===== config.mk =====
export PLATFORM = sky130hd
export DESIGN_NAME = param_seq_detect_flat
export DESIGN_NICKNAME = d
export VERILOG_FILES = /design/src/rtl/param_seq_detect_if.sv /design/src/rtl/param_seq_detect.sv /design/src/flat_wrapper.sv
export SDC_FILE = /design/constraint.sdc
export NUM_CORES = 1
export LEC_CHECK = 0
export CAP_MARGIN = 15
export CORE_MARGIN = 2
export CORE_UTILIZATION = 29
export CTS_CLUSTER_SIZE = 14
export DETAILED_ROUTE_END_ITERATION = 16
export GPL_ROUTABILITY_DRIVEN = 0
export PLACE_DENSITY = 0.53
export SLEW_MARGIN = 40
export SYNTH_ARGS = -nofsm -noshare
export SYNTH_HDL_FRONTEND = slang
export SYNTH_SLANG_ARGS = --single-unit

===== constraint.sdc =====
create_clock -name clk -period 3.3 [get_ports clk]
set_clock_uncertainty 0.1 [all_clocks]
set_input_delay 0.495 -clock clk [delete_from_list [all_inputs] [get_ports clk]]
set_output_delay 0.495 -clock clk [all_outputs]
set_load 0.1 [all_outputs]

===== src/rtl/param_seq_detect_if.sv =====
// rtl/param_seq_detect_if.sv - serial data, configuration and status bundle for param_seq_detect
interface param_seq_detect_if #(
  parameter int PAT_W = 16,
  parameter int LEN_W = 5,
  parameter int CNT_W = 8
);
  logic             seed;
  logic             seed_valid;
  logic             cfg_load;
  logic [PAT_W-1:0] cfg_pattern;
  logic [LEN_W-1:0] cfg_len;
  logic             cfg_overlap;
  logic             cnt_clr;
  logic             o_done;
  logic [CNT_W-1:0] o_match_cnt;

  modport master (
    output seed, seed_valid, cfg_load, cfg_pattern, cfg_len, cfg_overlap, cnt_clr,
    input  o_done, o_match_cnt
  );

  modport slave (
    input  seed, seed_valid, cfg_load, cfg_pattern, cfg_len, cfg_overlap, cnt_clr,
    output o_done, o_match_cnt
  );
endinterface


===== src/rtl/param_seq_detect.sv =====
// rtl/param_seq_detect.sv - programmable serial bit-pattern detector with saturating match counter
module param_seq_detect #(
  parameter int               PAT_W       = 16,
  parameter int               LEN_W       = 5,
  parameter int               CNT_W       = 8,
  parameter logic [PAT_W-1:0] DEF_PATTERN = 'h006E,
  parameter int               DEF_LEN     = 8
) (
  input logic               clk,
  input logic               rst,
  param_seq_detect_if.slave bus
);
  localparam logic [LEN_W-1:0] MAX_LEN = LEN_W'(PAT_W);
  localparam logic [LEN_W-1:0] RST_LEN = LEN_W'(DEF_LEN);
  localparam logic [CNT_W-1:0] CNT_MAX = '1;

  logic [PAT_W-1:0] pat_q;
  logic [LEN_W-1:0] len_q;
  logic             ovl_q;
  logic [PAT_W-1:0] sr;
  logic [LEN_W-1:0] fill;
  logic             done_q;
  logic [CNT_W-1:0] cnt_q;

  logic [PAT_W-1:0] sr_n;
  logic [LEN_W-1:0] fill_n;
  logic [PAT_W-1:0] len_mask;
  logic [LEN_W-1:0] cfg_len_clamped;
  logic             match;

  always_comb begin
    sr_n   = (sr << 1) | PAT_W'(bus.seed);
    fill_n = (fill >= MAX_LEN) ? MAX_LEN : fill + 1'b1;
    // Only the low len_q bits of history and pattern take part in the compare.
    len_mask = '0;
    for (int i = 0; i < PAT_W; i++) begin
      len_mask[i] = (i < int'(len_q));
    end
    match = (fill_n >= len_q) && (((sr_n ^ pat_q) & len_mask) == '0);

    cfg_len_clamped = bus.cfg_len;
    if (bus.cfg_len == '0) begin
      cfg_len_clamped = LEN_W'(1);
    end else if (bus.cfg_len > MAX_LEN) begin
      cfg_len_clamped = MAX_LEN;
    end
  end

  always_ff @(posedge clk or negedge rst) begin
    if (!rst) begin
      pat_q  <= DEF_PATTERN;
      len_q  <= RST_LEN;
      ovl_q  <= 1'b1;
      sr     <= '0;
      fill   <= '0;
      done_q <= 1'b0;
      cnt_q  <= '0;
    end else if (bus.cfg_load) begin
      // A load restarts collection and discards any bit presented with it.
      pat_q  <= bus.cfg_pattern;
      len_q  <= cfg_len_clamped;
      ovl_q  <= bus.cfg_overlap;
      fill   <= '0;
      done_q <= 1'b0;
      cnt_q  <= '0;
    end else if (bus.seed_valid) begin
      sr     <= sr_n;
      fill   <= (match && !ovl_q) ? '0 : fill_n;
      done_q <= match;
      if (bus.cnt_clr) begin
        cnt_q <= '0;
      end else if (match && cnt_q != CNT_MAX) begin
        cnt_q <= cnt_q + 1'b1;
      end
    end else begin
      done_q <= 1'b0;
      if (bus.cnt_clr) begin
        cnt_q <= '0;
      end
    end
  end

  assign bus.o_done      = done_q;
  assign bus.o_match_cnt = cnt_q;
endmodule

===== src/flat_wrapper.sv =====
// flat-port wrapper written by rule: the top's interface ports become plain ports
module param_seq_detect_flat 
#(
  parameter int               PAT_W       = 16,
  parameter int               LEN_W       = 5,
  parameter int               CNT_W       = 8,
  parameter logic [PAT_W-1:0] DEF_PATTERN = 'h006E,
  parameter int               DEF_LEN     = 8
)
  (clk, rst, bus_seed, bus_seed_valid, bus_cfg_load, bus_cfg_pattern, bus_cfg_len, bus_cfg_overlap, bus_cnt_clr, bus_o_done, bus_o_match_cnt);
  param_seq_detect_if #(.PAT_W(PAT_W), .LEN_W(LEN_W), .CNT_W(CNT_W)) bus_i ();
  input logic clk;
  input logic rst;
  input wire logic [$bits(bus_i.seed)-1:0] bus_seed;
  input wire logic [$bits(bus_i.seed_valid)-1:0] bus_seed_valid;
  input wire logic [$bits(bus_i.cfg_load)-1:0] bus_cfg_load;
  input wire logic [$bits(bus_i.cfg_pattern)-1:0] bus_cfg_pattern;
  input wire logic [$bits(bus_i.cfg_len)-1:0] bus_cfg_len;
  input wire logic [$bits(bus_i.cfg_overlap)-1:0] bus_cfg_overlap;
  input wire logic [$bits(bus_i.cnt_clr)-1:0] bus_cnt_clr;
  output wire logic [$bits(bus_i.o_done)-1:0] bus_o_done;
  output wire logic [$bits(bus_i.o_match_cnt)-1:0] bus_o_match_cnt;
  assign bus_i.seed = bus_seed;
  assign bus_i.seed_valid = bus_seed_valid;
  assign bus_i.cfg_load = bus_cfg_load;
  assign bus_i.cfg_pattern = bus_cfg_pattern;
  assign bus_i.cfg_len = bus_cfg_len;
  assign bus_i.cfg_overlap = bus_cfg_overlap;
  assign bus_i.cnt_clr = bus_cnt_clr;
  assign bus_o_done = bus_i.o_done;
  assign bus_o_match_cnt = bus_i.o_match_cnt;
  param_seq_detect #(.PAT_W(PAT_W), .LEN_W(LEN_W), .CNT_W(CNT_W), .DEF_PATTERN(DEF_PATTERN), .DEF_LEN(DEF_LEN)) u_core (.clk(clk), .rst(rst), .bus(bus_i));
endmodule

==> metrics.md <==
| Metric | Value |
|---|---|
| Critical Path AT | 2850 ps |
| Layout cells sized above 1 | 24.26% |
| P_sw | 478.4 uW |
| Kind of critical path | flop to flop |
| CTS Buf Count | 5 |
| Final WL | 5840 um |
| Post-CTS Hold Buffers | 0 |
| R2r setup slk | between 500 and 600 ps |
| Die Area | 0.009838 mm^2 |
| Synth top area cells | dfrtp_1, mux2_2, dfstp_2, ha_1, xnor2_1 |
| Warnings, synthesis | 0 |
| EDFF count, synth | 0 |
| CTS tree | built |
| Post-route DRC | 0 |
| Worst IR Drop VDD | 0.0001814 V |
| Max_slew headroom | 61.04% |
| Mean post-synth cell area | roughly 11 um^2 |
| Vias in the first global route | around 1,900 |
| Root Driver | clkbuf_8 |
| Postcts setup bufs | 0 |
| Syn_nets | 271 |
| Flop pwr share | ~52% |
| Worst-Skew Late Latency | 310 ps |
| Synth area leader | dfrtp_1 |
| CTS H-Tree Depth | 2 |
| Maximum fanout along the worst path | 17 |
| Final ANT Viol Nets | 0 |
| Int Power | 1136 uW |
| Yosys top cell area share | 41.90% |
| Setup crit start | u_core.pat_q[8] |
| Antenna violations before repair | 0 |
| Reg2reg path depth | 6 |
| Startpoint Class | flop |
| Worst reg2reg endpoint | u_core.fill[4] |
| Leakage | around 0.0013 uW |
| Worst flop-to-flop path startpoint | u_core.pat_q[8] |
| Row count | 34 |
| Max Freq | 0.3590 GHz |
| Syn Inst Count | 235 |
| Setup violators final | 0 |
| Logic pwr share | 23.0% |
| Sw Share | 29.64% |
| Synth Flop Type | dfrtp_1 |
| Max-cap violations | 0 |
| First-pass GRT wire length | 9729 um |
| Crit path required time | 3360 ps |
| Routed vias/inst | between 5 and 6 |
| Placed cell count | 372 |
| Grt total ovfl | 0 |
| Initial DRC Count | 95 |
| Min-Delay Path Class | input port to asynchronous set/reset pin |
| Routed vias | 1,908 |
| Mapped cell area | ~0.0026 mm^2 |
| CTS clk-pin slew, worst paths | 100 ps |
| Register bit total from synthesis | 51 |
| Total GRT Usage | 12.35% |
| Final Hold Viols | 0 |
| Layout overhead on the synthesized area | 21.14% |
| Wire per inst | 15.37 um |
| Area of the multi-input gates | roughly 0.0013 mm^2 |
| Port bufs | 36 |
| Reg area | 0.001285 mm^2 |
| Post-CTS Resized | 0 |
| I/O pin count | 37 |
| Clock share of power | 25.3% |
| Asr flop ratio synth | 100.0% |
| Die height | ~99 um |
| Power per cell area | 507.0 mW/mm^2 |
| Post-Layout Cell Count | 380 |
| Die W | 99.19 um |
| CTS Sinks | 51 |
| Total Nets Final | between 300 and 400 |
| # diodes | 0 |
| Period Utilization, post-route | 84.41% |
| Drt first pass iters | 4 |
| Setup Total Neg Slack | 0 ps |
| Max-slew violations | 0 |
| Hpwl dp | approximately 4200 um |
| Seq/Total Area, Yosys | 48.90% |
| Clock buffer depth | 2 |
| Initial Util | 29.98% |
| Core footprint | 0.008763 mm^2 |
| Largest net degree at the start of global routing | 35 |
| Unrepaired setup endpoints after global routing | no |
| Outcome | finished, final reports clean |
| Fillers | 889 |
| Slew at the pin with the worst max-slew slack | a little under 600 ps |
| Minimum clock period | 2786 ps |
| CP endpoint kind | flop |
| Count of different cell masters after synthesis | 43 |
cell usage in the layout (no fill, tap or decap), types with 2 or more instances in the layout:
cell / Yosys / layout
xor2_1: 8 / 8
nor3_1: 6 / 6
xnor2_1: 10 / 10
mux2_2: 32 / 32
or4_1: 4 / 4
clkdlybuf4s50_1: 0 / 26
dfrtp_1: 44 / 44
clkbuf_8: 0 / 7
o211ai_1: 2 / 2
o41ai_1: 3 / 3
buf_2: 2 / 2
nor2b_1: 2 / 2
o32ai_1: 3 / 3
dfstp_2: 7 / 7
nand2_1: 12 / 12
o31ai_1: 4 / 4
or3b_2: 2 / 2
nand3_1: 10 / 10
o21ai_0: 15 / 15
inv_1: 9 / 9
buf_4: 0 / 12
nor2_1: 4 / 4
nand4_1: 2 / 2
or3_1: 5 / 5
nand2b_1: 3 / 3
a21oi_1: 11 / 11
ha_1: 8 / 8
flip-flops by register name (all words and copies together) (netlist names):
signal,flops
u_core.fill,5
u_core.pat_q,16
u_core.ovl_q,1
u_core.bus.o_match_cnt,8
u_core.sr,15
u_core.len_q,5
u_core.bus.o_done,1
cell usage after synthesis, types with 6 or more instances:
master / instances
a21oi_1: 11
clkbuf_1: 9
dfrtp_1: 44
dfstp_2: 7
ha_1: 8
inv_1: 9
mux2_2: 32
nand2_1: 12
nand3_1: 10
nor3_1: 6
o21ai_0: 15
xnor2_1: 10
xor2_1: 8
worst max-delay path: stages (launching register included):
cell	delay, ps
dfrtp_1	400
xor2_1	170
or4_1	550
a221oi_2	250
nand4_2	380
nor3_1	580
o32ai_1	200
through the flow:
step | utilization (%) | hold slack [ps] | area, um^2 | setup WS, ps | power (uW)
floorplan | - | 99.41 | 2628 | 837.0 | 1094
global placement | 35.19 | 360.9 | 3084 | 547.6 | 1221
detailed placement | 35.14 | 363.4 | 3079 | 505.8 | 1225
CTS | 36.32 | 25.68 | 3183 | 521.6 | 1636
global route | 36.32 | 26.10 | 3183 | 249.4 | 1719
finish | 36.32 | 8.116 | 3183 | 514.4 | 1614
cells by family after synthesis:
logic type | Yosys count | synth area share, %
adders and majority gates | 8 | 3.810
muxes | 33 | 14.10
xor gates and xnor gates | 18 | 6.000
and+or+nand+nor | 54 | 11.24
AOI/OAI and AO/OA | 51 | 13.00
DFF | 51 | 48.91
buffers and inverters | 20 | 2.952
how the worst max path moves through the flow:
stage	to	slack, ps	depth (start not counted)
detailed placement	u_core.fill[1]	510	7
floorplan	u_core.bus.o_match_cnt[5]	840	8
CTS	u_core.fill[4]	520	6
global route	u_core.fill[4]	250	6
finish	u_core.fill[4]	510	6
global placement	u_core.fill[1]	550	7
metal layers:
layer	part of all wire, %	global-route usage (%)	vias to the layer above
li1	-	-	934
met3	5.3	3.584	16
met1	50	17.73	913
met4	2.3	4.531	0
met2	42	17.62	45
met5	0	0	-
power groups by stage:
stage	combinational, uW	clock (uW)	sequential, uW
2_1_floorplan	279	0	816
3_3_place_gp	374	0	847
3_5_place_dp	376	0	848
4_1_cts	380	420	836
5_1_grt	415	449	854
6_report	371	408	835
cell type report:
| class | instances | share of cell area (%) |
|---|---|---|
| Timing Repair Buffer | 40 | 11.32 |
| Tap cell | 108 | 4.245 |
| Sequential cell | 51 | 40.37 |
| Multi-Input combinational cell | 164 | 39.74 |
| Clock buffer | 7 | 3.027 |
| Inverter | 9 | 1.061 |
| Clock inverter | 1 | 0.2358 |
(Power assumes the default switching activity.)
